$ cat src/rtl/alu_cmd_sequencer_if.sv
// Handshake bundle of the ALU command sequencer: command bytes in, ALU operands/result,
// and the transmit byte path. The sequencer sits on the slave side.
interface alu_cmd_sequencer_if #(
  parameter int DATA_WIDTH = 8,
  parameter int FUN_WIDTH  = 4
);
  logic [DATA_WIDTH-1:0] RX_P_DATA;
  logic                  RX_D_VLD;
  logic [DATA_WIDTH-1:0] ALU_OUT;
  logic                  ALU_OUT_VALID;
  logic                  TX_BUSY;
  logic [DATA_WIDTH-1:0] ALU_A;
  logic [DATA_WIDTH-1:0] ALU_B;
  logic [FUN_WIDTH-1:0]  ALU_FUN;
  logic                  ALU_EN;
  logic                  CLK_GATE_EN;
  logic [DATA_WIDTH-1:0] TX_P_DATA;
  logic                  TX_D_VLD;
  logic                  ERR;

  modport master (
    output RX_P_DATA, RX_D_VLD, ALU_OUT, ALU_OUT_VALID, TX_BUSY,
    input  ALU_A, ALU_B, ALU_FUN, ALU_EN, CLK_GATE_EN, TX_P_DATA, TX_D_VLD, ERR
  );

  modport slave (
    input  RX_P_DATA, RX_D_VLD, ALU_OUT, ALU_OUT_VALID, TX_BUSY,
    output ALU_A, ALU_B, ALU_FUN, ALU_EN, CLK_GATE_EN, TX_P_DATA, TX_D_VLD, ERR
  );
endinterface

$ cat src/rtl/alu_cmd_sequencer.sv
// Byte-stream command sequencer: collects operands/function, fires the ALU once,
// waits (bounded) for the result and hands it to the transmitter.
module alu_cmd_sequencer #(
  parameter int DATA_WIDTH = 8,
  parameter int FUN_WIDTH  = 4,
  parameter int TIMEOUT    = 15
) (
  input  logic               CLK,
  input  logic               RST,
  alu_cmd_sequencer_if.slave bus
);

  localparam int CW = $clog2(TIMEOUT + 1);
  localparam logic [DATA_WIDTH-1:0] CMD_AB   = DATA_WIDTH'(8'hCC);
  localparam logic [DATA_WIDTH-1:0] CMD_FUN  = DATA_WIDTH'(8'hDD);
  localparam logic [CW-1:0]         CNT_LAST = CW'(TIMEOUT - 1);

  typedef enum logic [2:0] {
    IDLE, GET_A, GET_B, GET_FUN, EXEC, WAIT_OUT, SEND
  } state_t;

  state_t                state, state_nxt;
  logic [CW-1:0]         cnt, cnt_nxt;
  logic [DATA_WIDTH-1:0] alu_a, alu_a_nxt, alu_b, alu_b_nxt;
  logic [DATA_WIDTH-1:0] result, result_nxt, tx_data, tx_data_nxt;
  logic [FUN_WIDTH-1:0]  alu_fun, alu_fun_nxt;
  logic                  alu_en, alu_en_nxt, cg_en, cg_en_nxt;
  logic                  tx_vld, tx_vld_nxt, err, err_nxt;
  logic                  timeout;

  // cnt holds the number of WAIT_OUT cycles already spent before this one
  assign timeout = (cnt == CNT_LAST);

  always_ff @(posedge CLK or negedge RST) begin
    if (!RST) state <= IDLE;
    else      state <= state_nxt;
  end

  always_comb begin
    state_nxt = state;
    case (state)
      IDLE: if (bus.RX_D_VLD) begin
        if (bus.RX_P_DATA == CMD_AB)       state_nxt = GET_A;
        else if (bus.RX_P_DATA == CMD_FUN) state_nxt = GET_FUN;
      end
      GET_A:    if (bus.RX_D_VLD) state_nxt = GET_B;
      GET_B:    if (bus.RX_D_VLD) state_nxt = GET_FUN;
      GET_FUN:  if (bus.RX_D_VLD) state_nxt = EXEC;
      EXEC:     state_nxt = WAIT_OUT;
      WAIT_OUT: if (bus.ALU_OUT_VALID) state_nxt = SEND;
                else if (timeout)      state_nxt = IDLE;
      SEND:     if (!bus.TX_BUSY) state_nxt = IDLE;
      default:  state_nxt = IDLE;
    endcase
  end

  // Registered outputs are computed from state_nxt so they line up with the state they describe
  always_comb begin
    alu_a_nxt   = alu_a;
    alu_b_nxt   = alu_b;
    alu_fun_nxt = alu_fun;
    result_nxt  = result;
    tx_data_nxt = tx_data;
    tx_vld_nxt  = 1'b0;
    err_nxt     = 1'b0;
    alu_en_nxt  = (state_nxt == EXEC);
    cg_en_nxt   = (state_nxt == EXEC) || (state_nxt == WAIT_OUT);
    cnt_nxt     = '0;
    if (state == WAIT_OUT && state_nxt == WAIT_OUT) cnt_nxt = cnt + 1'b1;
    case (state)
      IDLE:     err_nxt = bus.RX_D_VLD && (bus.RX_P_DATA != CMD_AB) &&
                          (bus.RX_P_DATA != CMD_FUN);
      GET_A:    if (bus.RX_D_VLD) alu_a_nxt = bus.RX_P_DATA;
      GET_B:    if (bus.RX_D_VLD) alu_b_nxt = bus.RX_P_DATA;
      GET_FUN:  if (bus.RX_D_VLD) alu_fun_nxt = bus.RX_P_DATA[FUN_WIDTH-1:0];
      WAIT_OUT: if (bus.ALU_OUT_VALID) result_nxt = bus.ALU_OUT;
                else if (timeout)      err_nxt = 1'b1;
      SEND: if (!bus.TX_BUSY) begin
        tx_vld_nxt  = 1'b1;
        tx_data_nxt = result;
      end
      default: ;
    endcase
  end

  always_ff @(posedge CLK or negedge RST) begin
    if (!RST) begin
      cnt     <= '0;
      alu_a   <= '0;
      alu_b   <= '0;
      alu_fun <= '0;
      result  <= '0;
      tx_data <= '0;
      alu_en  <= 1'b0;
      cg_en   <= 1'b0;
      tx_vld  <= 1'b0;
      err     <= 1'b0;
    end else begin
      cnt     <= cnt_nxt;
      alu_a   <= alu_a_nxt;
      alu_b   <= alu_b_nxt;
      alu_fun <= alu_fun_nxt;
      result  <= result_nxt;
      tx_data <= tx_data_nxt;
      alu_en  <= alu_en_nxt;
      cg_en   <= cg_en_nxt;
      tx_vld  <= tx_vld_nxt;
      err     <= err_nxt;
    end
  end

  assign bus.ALU_A       = alu_a;
  assign bus.ALU_B       = alu_b;
  assign bus.ALU_FUN     = alu_fun;
  assign bus.ALU_EN      = alu_en;
  assign bus.CLK_GATE_EN = cg_en;
  assign bus.TX_P_DATA   = tx_data;
  assign bus.TX_D_VLD    = tx_vld;
  assign bus.ERR         = err;

endmodule

$ cat src/flat_wrapper.sv
// flat-port wrapper written by rule: the top's interface ports become plain ports
module alu_cmd_sequencer_flat 
#(
  parameter int DATA_WIDTH = 8,
  parameter int FUN_WIDTH  = 4,
  parameter int TIMEOUT    = 15
)
  (CLK, RST, bus_RX_P_DATA, bus_RX_D_VLD, bus_ALU_OUT, bus_ALU_OUT_VALID, bus_TX_BUSY, bus_ALU_A, bus_ALU_B, bus_ALU_FUN, bus_ALU_EN, bus_CLK_GATE_EN, bus_TX_P_DATA, bus_TX_D_VLD, bus_ERR);
  alu_cmd_sequencer_if #(.DATA_WIDTH(DATA_WIDTH), .FUN_WIDTH(FUN_WIDTH)) bus_i ();
  input  logic CLK;
  input  logic RST;
  input wire logic [$bits(bus_i.RX_P_DATA)-1:0] bus_RX_P_DATA;
  input wire logic [$bits(bus_i.RX_D_VLD)-1:0] bus_RX_D_VLD;
  input wire logic [$bits(bus_i.ALU_OUT)-1:0] bus_ALU_OUT;
  input wire logic [$bits(bus_i.ALU_OUT_VALID)-1:0] bus_ALU_OUT_VALID;
  input wire logic [$bits(bus_i.TX_BUSY)-1:0] bus_TX_BUSY;
  output wire logic [$bits(bus_i.ALU_A)-1:0] bus_ALU_A;
  output wire logic [$bits(bus_i.ALU_B)-1:0] bus_ALU_B;
  output wire logic [$bits(bus_i.ALU_FUN)-1:0] bus_ALU_FUN;
  output wire logic [$bits(bus_i.ALU_EN)-1:0] bus_ALU_EN;
  output wire logic [$bits(bus_i.CLK_GATE_EN)-1:0] bus_CLK_GATE_EN;
  output wire logic [$bits(bus_i.TX_P_DATA)-1:0] bus_TX_P_DATA;
  output wire logic [$bits(bus_i.TX_D_VLD)-1:0] bus_TX_D_VLD;
  output wire logic [$bits(bus_i.ERR)-1:0] bus_ERR;
  assign bus_i.RX_P_DATA = bus_RX_P_DATA;
  assign bus_i.RX_D_VLD = bus_RX_D_VLD;
  assign bus_i.ALU_OUT = bus_ALU_OUT;
  assign bus_i.ALU_OUT_VALID = bus_ALU_OUT_VALID;
  assign bus_i.TX_BUSY = bus_TX_BUSY;
  assign bus_ALU_A = bus_i.ALU_A;
  assign bus_ALU_B = bus_i.ALU_B;
  assign bus_ALU_FUN = bus_i.ALU_FUN;
  assign bus_ALU_EN = bus_i.ALU_EN;
  assign bus_CLK_GATE_EN = bus_i.CLK_GATE_EN;
  assign bus_TX_P_DATA = bus_i.TX_P_DATA;
  assign bus_TX_D_VLD = bus_i.TX_D_VLD;
  assign bus_ERR = bus_i.ERR;
  alu_cmd_sequencer #(.DATA_WIDTH(DATA_WIDTH), .FUN_WIDTH(FUN_WIDTH), .TIMEOUT(TIMEOUT)) u_core (.CLK(CLK), .RST(RST), .bus(bus_i));
endmodule
$ cat config.mk
export PLATFORM = sky130hd
export DESIGN_NAME = alu_cmd_sequencer_flat
export DESIGN_NICKNAME = d
export VERILOG_FILES = /design/src/rtl/alu_cmd_sequencer_if.sv /design/src/rtl/alu_cmd_sequencer.sv /design/src/flat_wrapper.sv
export SDC_FILE = /design/constraint.sdc
export NUM_CORES = 1
export LEC_CHECK = 0
export ABC_CLOCK_PERIOD_IN_PS = 1850
export BUFFER_PORTS_ARGS = -buffer_cell sky130_fd_sc_hd__buf_2
export CAP_MARGIN = 10
export CORE_MARGIN = 2
export CORE_UTILIZATION = 51
export CTS_BUF_LIST = sky130_fd_sc_hd__clkbuf_16
export CTS_CLUSTER_SIZE = 12
export DETAILED_ROUTE_END_ITERATION = 6
export PLACE_DENSITY = 0.85
export SYNTH_ARGS = -nofsm -noshare
export SYNTH_HDL_FRONTEND = slang
export SYNTH_SLANG_ARGS = --single-unit
$ cat constraint.sdc
create_clock -name CLK -period 1.85 [get_ports CLK]
set_input_delay 0.185 -clock CLK [delete_from_list [all_inputs] [get_ports CLK]]
set_output_delay 0.185 -clock CLK [all_outputs]
set_load 0.02 [all_outputs]
==> results.md, run 1 <==
* Worst path depth at 4
* GRT busiest layer: met2
* Initial DRT Pass Iterations at 4
* Failing checks: negative hold slack
* Tcrit/Tclk final at 0.871
* CTS sink cnt at 47
* Yosys reg bits at 47
* TritonCTS clock tree: built
* GRT met3 Usage at 0.0392
* Main flop type after synthesis: dfrtp_1
* Final WL at 3680 microns
* Syn_nets at 165
* Tot Pwr at 4.27 mW
* Tightest Hold Check Type: in2async
* Setup_tns at 0 ps
* Clock power frac at 0.232
* Initial DRC count at 41
* Input/output buffers at 52
* Seq pwr share at 0.409
* Fin crit period at 1610 ps
* Post-synth top cells: 47 x dfrtp_1, 28 x mux2_2, 15 x nand2_1
* Post-Syn Area at 0.00196 sq mm
* Max transition margin at 0.619
* Synth unique cells at 33
* Initial antenna violation count at 0
* Die Y at 66.1 microns
* Area growth syn-to-layout at 24.4%
* Vias in the first global route at 1313
* Max cap viols at 0
* Req. time, crit path at 2010 ps
* Syn_area_per_cell at 13.8 sq um
* Worst path max stage delay at 560 ps
* Gate power share at 0.359
* Share of cells above drive strength 1 at 0.483
* Setup CP Type: reg2reg
* Worst-Margin Slew at 572 ps
* Clk root buf: clkbuf_16
* Post-synth EDFFs at 0
* RSZ-0062 raised after global routing: false
* Net Switching at 1.49 mW
* Switching part of the total power at 0.348
* Power Internal at 2.79 mW
* Worst vdd ir at 0.00108 V
* Post-synthesis async set-or-reset flop share at 1.00
* Pin count of the biggest net entering global routing at 48
* R2R cell count at 4
* CP Cell Sequence: nor2b_1 -> nor2b_1 -> buf_4 -> mux2_2
* FF-to-FF setup slack at 240 ps
* CP most frequent cell: nor2b_1
* H-tree Lvls at 2
* Synth top area cells: dfrtp_1 60%, mux2_2 16%, nand2_1 2.9%
* Worst-Skew Late Latency at 280 ps
* CP Data Arrival Time at 1770 ps
* Die Width at 66.1 microns
* Ant diodes at 0
* DP HPWL at 2550 microns
* Buffers & Inverters on Critical Path at 1
* Avg Vias per Cell at 5.25
* Detail Route Antenna Nets at 0
* Seq/Total Area, Yosys at 0.599
* DR WL/cell at 14.8 microns
* NumNets Final at 223
* Largest area contributor in the netlist: dfrtp_1
* GRT overflow at 0
* Fmax at 621 MHz
* YS warnings at 0
* Synth top area share at 0.599
* # IOs at 53
* Status: complete, but fails checks
* Routability congestion estimate at 0.835
* Final setup viols at 0
* Die footprint at 0.00436 sq mm
* Hold Slack at -18.9 ps
* LEAKAGE at 1.19 nW
* Total CTS buffers at 5
* CTS clk-pin slew, worst paths at 60 ps
* Rows at 22
* Cts hold-fix bufs at 0
* CP top delay family: flip-flops
* Final hold vios at 46
* Via count at 1307
* Setup crit end kind: flip-flop
* CP Launch Type: flip-flop
* First-pass GRT wire length at 6220 microns
* Max clock buf depth at 2
* Initial core utilization at 0.533
* Met1 Use GR at 0.266
* Power density over cell area at 1750 mW/mm^2
* Clock Skew at 3.74 ps
* Count leader, synth: dfrtp_1
* Syn Inst Count at 142
* Met2 GRT Util at 0.297
* Post-route DRC violation count at 0
* Area of the core at 0.00369 sq mm
* Max Transition Viols Final at 0
* Postcts setup bufs at 0
* CP max stage cell: dfrtp_1
* CP max FO at 13
* Resize count post-CTS at 0
* Total track usage at 0.192
## through the flow
stage                     worst slack [ps]  utilization  instance area [sq um]  cells  hold slack, ps
after floorplan                        439            -                   1960    142            -111
after global placement                 342        0.617                   2270    241             304
after detailed placement               275        0.617                   2270    241             305
after CTS                              243        0.662                   2440    249            3.21
after global routing                   134        0.662                   2440    249            40.4
final                                  239        0.662                   2440    249           -18.9
## power by group through the flow
stage / clock [mW] / combinational (mW) / sequential (mW)
2_1_floorplan: 0 / 0.730 / 2.08
3_3_place_gp: 0 / 1.50 / 1.74
3_5_place_dp: 0 / 1.53 / 1.76
4_1_cts: 1.01 / 1.56 / 1.75
5_1_grt: 1.08 / 1.66 / 1.80
6_report: 0.992 / 1.53 / 1.75
## cells in the final DEF (no fill, tap or decap), types with 3 or more instances in the layout
cell type / netlist / final
nand4b_1: 4 / 4
mux2_2: 28 / 28
buf_2: 2 / 52
nor2_1: 4 / 4
clkbuf_16: 0 / 5
nand2_1: 15 / 15
nor2b_1: 5 / 5
mux2_1: 4 / 4
nand2b_1: 4 / 4
dfrtp_1: 47 / 47
buf_4: 0 / 3
## flip-flops by register name, indices dropped and copies added (netlist names)
register	count
u_core.bus.ALU_A	8
u_core.bus.ALU_B	8
u_core.bus.ALU_EN	1
u_core.bus.ALU_FUN	4
u_core.bus.CLK_GATE_EN	1
u_core.bus.ERR	1
u_core.bus.TX_D_VLD	1
u_core.bus.TX_P_DATA	8
u_core.cnt	4
u_core.result	8
u_core.state	3
## worst reg2reg max path, cell delays in order (launching register included)
cell and delay [ps]:
dfrtp_1 560, nor2b_1 240, nor2b_1 160, buf_4 190, mux2_2 360
## final cells by class
class	count	area [sq um]
Sequential cell	47	1180
Multi-Input combinational cell	88	743
Clock buffer	5	125
Clock inverter	3	43.8
Tap cell	48	60.1
Inverter	3	12.5
Timing Repair Buffer	55	283
Fill cell	286	1240
## final timing paths
check	startpoint	to
setup / recovery	u_core.state[2]	u_core.bus.TX_P_DATA[6]
hold / removal	RST	u_core.bus.ALU_A[1]
setup reg to reg	u_core.state[2]	u_core.bus.TX_P_DATA[6]
hold reg to reg	u_core.bus.ALU_FUN[3]	u_core.bus.ALU_FUN[3]
max in group asynchronous	RST	u_core.bus.CLK_GATE_EN
min in group CLK	bus_ALU_OUT[7]	u_core.result[7]
## metal layers
metal | up-vias | wire length [microns]
li1 | 615 | -
met5 | - | 0
met4 | 0 | 48
met1 | 657 | 1640
met3 | 4 | 147
met2 | 31 | 1840
## cell families (layout without fill, tap and decap cells)
family,Yosys count,after routing,share of synthesized area
xor+xnor,3,3,0.0134
buf+inv,7,66,0.0229
simple gates,42,42,0.131
fa+ha+maj,2,2,0.0127
compound gates,9,9,0.0382
flops,47,47,0.599
mux,32,32,0.183
No activity file was read; power rests on OpenSTA's default activity.
==> run 2, diff against run 1 <==
==> constraint.sdc (replaced) <==
create_clock -name CLK -period 1.85 [get_ports CLK]
set_input_delay 0.0925 -clock CLK [delete_from_list [all_inputs] [get_ports CLK]]
set_output_delay 0.0925 -clock CLK [all_outputs]
set_load 0.02 [all_outputs]
==> run 2 against run 1 <==
  * The run now ends clean
  * Sequential share of layout area grew 0.35 points
  * Register-to-register slack is essentially flat
  * Largest cell class unchanged
  * Via count is essentially flat
  * Global-route usage grew 1.5 points
  * Final cell count grew 0.40%
==> results.md, run 2 (synthesized netlist as in run 1, its figures left out) <==
* Setup_tns at 0 ps (unchanged)
* Share of cells above drive strength 1 at 0.475 (-0.00734)
* Die footprint at 0.00436 sq mm (unchanged)
* Clock power frac at 0.206 (-0.026)
* Detail Route Antenna Nets at 0 (unchanged)
* FF/Latch Area at 0.00118 sq mm (unchanged)
* Initial core utilization at 0.533 (unchanged)
* Power Internal at 2.64 mW (-5.0%)
* Commonest non-fill, non-tap cell in the layout: buf_2
* Resize count post-CTS at 0 (unchanged)
* Max clock buf depth at 2 (unchanged)
* Power density over cell area at 1720 mW/mm^2 (-1.6%)
* R2R Path End: u_core.bus.TX_P_DATA[6]
* Area of the core at 0.00369 sq mm (unchanged)
* CP max FO at 13 (unchanged)
* Clk root buf: clkbuf_16
* Area of the multi-input gates at 743 sq um (unchanged)
* Clock Skew at 5.92 ps (+2.18 ps)
* Final hold vios at 0 (-100%)
* Via count at 1306 (-0.077%)
* RSZ-0062 raised after global routing: false
* Seq pwr share at 0.424 (+0.015)
* FF-to-FF setup slack at 230 ps (about the same)
* LEAKAGE at 1.18 nW (-0.72%)
* # IOs at 53 (unchanged)
* Fmax at 617 MHz (-0.56%)
* Final setup viols at 0 (unchanged)
* Worst vdd ir at 0.00117 V (+8.4%)
* Total track usage at 0.207 (+0.0154)
* CP Launch Type: flip-flop
* Rows at 22 (unchanged)
* Hold Crit Start: bus_ALU_OUT[7]
* Setup crit end kind: flip-flop
* Tightest Hold Check Type: in2reg
* Pin count of the biggest net entering global routing at 48 (unchanged)
* Routability congestion estimate at 0.820 (-1.7%)
* Tcrit/Tclk final at 0.876 (+0.00487)
* Area growth syn-to-layout at 23.5%
* Avg Vias per Cell at 5.22 (-0.48%)
* H-tree Lvls at 2 (unchanged)
* Tot Pwr at 4.18 mW (-2.3%)
* Postcts setup bufs at 0 (unchanged)
* Fin crit period at 1620 ps (+9.01 ps)
* DR WL/cell at 15.9 microns (+7.7%)
* Fillcell total at 313 (+9.4%)
* Total CTS buffers at 5 (unchanged)
* NumNets Final at 224 (+0.45%)
* DP HPWL at 2690 microns (+5.6%)
* Worst-Skew Late Latency at 290 ps (about the same)
* CTS sink cnt at 47 (unchanged)
* Initial DRT Pass Iterations at 4 (unchanged)
* Max cap viols at 0 (unchanged)
* Worst-Margin Slew at 573 ps (+0.632 ps)
* TritonCTS clock tree: built
* Commonest cells after routing, fill and taps aside: 52 x buf_2, 47 x dfrtp_1, 28 x mux2_2
* Post-route DRC violation count at 0 (unchanged)
* Max transition margin at 0.618 (about the same)
* Net Switching at 1.53 mW (+2.8%)
* R2R cell count at 4 (unchanged)
* First-pass GRT wire length at 6580 microns (+5.8%)
* Cts hold-fix bufs at 1 (+1)
* Final WL at 3980 microns (+8.2%)
* Initial DRC count at 56 (+37%)
* Initial antenna violation count at 0 (unchanged)
* Die Y at 66.1 microns (unchanged)
* CP Data Arrival Time at 1790 ps (+20 ps)
* Vias in the first global route at 1338 (+1.9%)
* Max Transition Viols Final at 0 (unchanged)
* Die Width at 66.1 microns (unchanged)
* Gate power share at 0.370 (+0.011)
* CTS clk-pin slew, worst paths at 60 ps (about the same)
* Worst Setup EP: u_core.bus.TX_P_DATA[6]
* Switching part of the total power at 0.367 (+0.0183)
* Setup CP Type: reg2reg
* Req. time, crit path at 2020 ps (about the same)
* Non-Filler Instances at 250 (+0.40%)
* Status: finished, final reports clean
* RR Startpoint: u_core.state[2]
* Input/output buffers at 52 (unchanged)
* GRT overflow at 0 (unchanged)
* Ant diodes at 0 (unchanged)
* Placed cell count at 241 (unchanged)
* Critical Path Source: u_core.state[2]
run 2: cell count changes in the layout (fill, tap and decap cells not counted), sizes merged:
cell | before | now
bufinv | 1 | 0
clkinv | 3 | 2
clkinvlp | 0 | 1
dlygate4sd3 | 0 | 1
inv | 2 | 3
run 2: metrics by stage:
step	util	area, sq um	setup WS (ps)	hold slack, ps
floorplan	-	1960	439	-203
global placement	0.617	2270	339	212
detailed placement	0.617	2270	262	213
CTS	0.658	2430	243	37.1
global route	0.658	2430	129	37.7
finish	0.658	2430	230	36.8
run 2: final cells by class:
class | instances | area share
clock inverters | 3 | 0.00670
flip-flops and latches | 47 | 0.485
repair buffers | 56 | 0.121
multi-input cells | 88 | 0.306
well taps | 48 | 0.0248
inverters | 3 | 0.00516
clock buffers | 5 | 0.0516
run 2: power groups by stage:
stage	combinational (mW)	clock [mW]	sequential (mW)
after global placement	1.50	0	1.74
after CTS	1.56	0.869	1.77
after global routing	1.67	0.929	1.83
after detailed placement	1.54	0	1.77
after floorplan	0.730	0	2.08
final	1.55	0.860	1.77
run 2: how the worst min path moves through the flow:
| stage | cells past startpoint | to | slack, ps |
|---|---|---|---|
| floorplan | 0 | u_core.bus.ALU_A[0] | -200 |
| global placement | 2 | u_core.bus.ALU_B[7] | 210 |
| detailed placement | 2 | u_core.bus.ALU_A[7] | 210 |
| CTS | 2 | u_core.result[7] | 40 |
| global route | 2 | u_core.result[7] | 40 |
| finish | 2 | u_core.result[7] | 40 |
run 2: metal layers:
layer / track usage / vias to the layer above / part of all wire
met5: 0 / - / 0
met4: 0.0842 / 0 / 0.018
met3: 0.0511 / 6 / 0.040
met2: 0.333 / 36 / 0.50
met1: 0.271 / 648 / 0.44
li1: - / 616 / -
run 2: critical path, stage by stage, from the launching register on:
cell	delay [ps]
dfrtp_1	560
nor2b_1	250
nor2b_1	160
buf_4	180
mux2_2	350
==> run 3, diff against run 2 <==
--- a/config.mk
+++ b/config.mk
@@ -5,15 +5,17 @@
 export SDC_FILE = /design/constraint.sdc
 export NUM_CORES = 1
 export LEC_CHECK = 0
+export ABC_AREA = 1
 export ABC_CLOCK_PERIOD_IN_PS = 1850
 export BUFFER_PORTS_ARGS = -buffer_cell sky130_fd_sc_hd__buf_2
 export CAP_MARGIN = 10
 export CORE_MARGIN = 2
-export CORE_UTILIZATION = 51
+export CORE_UTILIZATION = 52
 export CTS_BUF_LIST = sky130_fd_sc_hd__clkbuf_16
 export CTS_CLUSTER_SIZE = 12
 export DETAILED_ROUTE_END_ITERATION = 6
-export PLACE_DENSITY = 0.85
+export PLACE_DENSITY = 0.86
+export SKIP_CTS_REPAIR_TIMING = 1
 export SYNTH_ARGS = -nofsm -noshare
 export SYNTH_HDL_FRONTEND = slang
 export SYNTH_SLANG_ARGS = --single-unit
==> run 3 against run 2 <==
  * Sequential share of layout area down 1.3 points
  * Maximum frequency increased by 6.9%
  * Die area rose by 1.5%
  * Count of clock-buffer cells in the layout stayed put
  * Worst setup slack better by 100 ps
  * Hold slack better by 3.4 ps
  * Cell area up 2.7%
  * Final cell count is 29% higher
  * Wire length is 4.5% higher
  * Largest cell class unchanged
  * Highest routed layer unchanged
==> results.md, run 3 <==
* Hold Slack at 40.2 ps (+3.38 ps)
* Synth top area share at 0.578 (-0.0210)
* Synth Area in Compound Gates at 0.0867 (+0.0484)
* Syn_nets at 241 (+46%)
* Synth top area cells: dfrtp_1 58%, nand2_1 14%, o21ai_2 6.5%
* Initial core utilization at 0.548 (+0.0152)
* Vias in the first global route at 1595 (+19%)
* Tightest Hold Check Type: in2reg
* Req. time, crit path at 2050 ps (+30 ps)
* Adder-Cell Fraction of Synth Area at 0.0123 (-0.000446)
* Routability congestion estimate at 0.836 (+1.9%)
* Initial DRC count at 151 (+170%)
* H-tree Lvls at 2 (unchanged)
* Die footprint at 0.00443 sq mm (+1.5%)
* Pin count of the biggest net entering global routing at 25 (-48%)
* Final hold vios at 0 (unchanged)
* Die Y at 66.6 microns (+0.77%)
* Rows at 22 (unchanged)
* YS warnings at 0 (unchanged)
* Simple-Gate Fraction of Synth Area at 0.253 (+0.122)
* Commonest non-fill, non-tap cell in the layout: nand2_1
* Detail Route Antenna Nets at 0 (unchanged)
* Switching part of the total power at 0.389 (+0.0225)
* XOR/XNOR Fraction of Synth Area at 0.00860 (-0.00477)
* Power Internal at 2.43 mW (-8.0%)
* CP max FO at 17 (+4)
* Seq/Total Area, Yosys at 0.578 (-0.0210)
* Worst-Skew Late Latency at 280 ps (about the same)
* Setup crit end kind: flip-flop
* Share of cells above drive strength 1 at 0.324 (-0.152)
* NumNets Final at 298 (+33%)
* Post-synth top cells: 74 x nand2_1, 47 x dfrtp_1, 20 x inv_1
* Max transition margin at 0.641 (+0.0225)
* Die Width at 66.6 microns (+0.77%)
* Initial DRT Pass Iterations at 4 (unchanged)
* TritonCTS clock tree: built
* Via count at 1644 (+26%)
* Fmax at 660 MHz (+6.9%)
* Post-route DRC violation count at 0 (unchanged)
* Synth unique cells at 26 (-21%)
* Mux cell area share after synthesis at 0 (-0.183)
* Worst-Margin Slew at 539 ps (-33.8 ps)
* LEAKAGE at 1.43 nW (+20%)
* Seq pwr share at 0.421 (-0.003)
* Power density over cell area at 1600 mW/mm^2 (-7.1%)
* Post-Syn Area at 0.00204 sq mm (+3.6%)
* DR WL/cell at 12.9 microns (-19%)
* Post-synth EDFFs at 0 (unchanged)
* Initial antenna violation count at 0 (unchanged)
* Final setup viols at 0 (unchanged)
* # IOs at 53 (unchanged)
* Total CTS buffers at 5 (unchanged)
* GRT overflow at 0 (unchanged)
* Clock Skew at 5.41 ps (-0.505 ps)
* Post-synthesis async set-or-reset flop share at 1.00 (unchanged)
* CP Launch Type: flip-flop
* Area growth syn-to-layout at 22.4%
* Syn_area_per_cell at 9.34 sq um (-32%)
* Status: finished, final reports clean
* Largest area contributor in the netlist: dfrtp_1
* Setup_tns at 0 ps (unchanged)
* Tcrit/Tclk final at 0.819 (-0.0567)
* Max cap viols at 0 (unchanged)
* Max clock buf depth at 2 (unchanged)
* Commonest cells after routing, fill and taps aside: 74 x nand2_1, 52 x buf_2, 47 x dfrtp_1
* CTS sink cnt at 47 (unchanged)
* Final WL at 4160 microns (+4.5%)
* RSZ-0062 raised after global routing: false
* Setup CP Type: reg2reg
* CTS clk-pin slew, worst paths at 60 ps (about the same)
* Fillcell total at 307 (-1.9%)
* Main combinational cell family by area after synthesis: simple AND/OR/NAND/NOR gates
* Worst hold path cell count at 3 (+1)
* Fin crit period at 1520 ps (-105 ps)
* Clk root buf: clkbuf_16
* Syn Inst Count at 218 (+54%)
* Avg Vias per Cell at 5.09 (-2.6%)
* Clock power frac at 0.211 (+0.005)
* Yosys reg bits at 47 (unchanged)
* Ant diodes at 0 (unchanged)
* Gate power share at 0.368 (-0.002)
* Total track usage at 0.215 (+0.00778)
* Main flop type after synthesis: dfrtp_1
* Max Transition Viols Final at 0 (unchanged)
* Area of the core at 0.00372 sq mm (+0.75%)
* Count leader, synth: nand2_1
* Worst vdd ir at 0.000982 V (-16%)
* DP HPWL at 3030 microns (+13%)
* Net Switching at 1.55 mW (+1.2%)
* R2R cell count at 6 (+2)
* Input/output buffers at 52 (unchanged)
* First-pass GRT wire length at 7020 microns (+6.8%)
* CP Data Arrival Time at 1720 ps (-70 ps)
[run 3: final timing paths]
check / from / endpoint / slack, ps
min: bus_ALU_OUT[3] / u_core.result[3] / 40
max reg2reg: u_core.state[2] / u_core.bus.CLK_GATE_EN / 330
max in group asynchronous: RST / u_core.bus.ERR / 1010
max: u_core.state[2] / u_core.bus.CLK_GATE_EN / 330
min reg2reg: u_core.result[4] / u_core.bus.TX_P_DATA[4] / 470
min in group asynchronous: RST / u_core.bus.TX_D_VLD / 320
[run 3: critical path, stage by stage (launching register included)]
cell and delay [ps]:
dfrtp_1 570, nor2_4 90, nand2_2 320, nand3_1 110
nor2_1 120, nand3_2 80, nor2_1 140
[run 3: power groups by stage]
| stage | combinational, mW | sequential (mW) | clock [mW] |
|---|---|---|---|
| 2_1_floorplan | 0.633 | 2.04 | 0 |
| 3_3_place_gp | 1.43 | 1.67 | 0 |
| 3_5_place_dp | 1.48 | 1.68 | 0 |
| 4_1_cts | 1.48 | 1.68 | 0.857 |
| 5_1_grt | 1.63 | 1.72 | 0.894 |
| 6_report | 1.47 | 1.68 | 0.841 |
[run 3: through the flow]
| stage | util | total power [mW] | setup WS [ps] | instance area [sq um] | std cells |
|---|---|---|---|---|---|
| after global placement | 0.630 | 3.10 | 487 | 2340 | 315 |
| after global routing | 0.670 | 4.24 | 204 | 2490 | 323 |
| after detailed placement | 0.630 | 3.16 | 401 | 2340 | 315 |
| after floorplan | - | 2.67 | 652 | 2040 | 218 |
| after CTS | 0.668 | 4.02 | 372 | 2480 | 322 |
| final | 0.670 | 3.98 | 335 | 2490 | 323 |
[run 3: per-layer routing]
metal,GRT usage,routed length (microns)
met5,0,0
met4,0.105,91
met3,0.0439,204
met2,0.368,2110
met1,0.258,1750
[run 3: cell families (layout without fill, tap and decap cells)]
| kind of cell | after synthesis | after routing |
|---|---|---|
| compound gates | 24 | 24 |
| xor+xnor | 2 | 2 |
| buf+inv | 27 | 84 |
| fa+ha+maj | 2 | 2 |
| flops | 47 | 47 |
| simple gates | 116 | 116 |
[run 3: cell type report]
type	instances	area [sq um]	share of cell area
inverters	23	92.6	0.0372
multi-input cells	144	733	0.294
well taps	48	60.1	0.0241
flip-flops and latches	47	1180	0.472
repair buffers	54	290	0.117
clock inverters	2	13.8	0.00552
clock buffers	5	125	0.0502
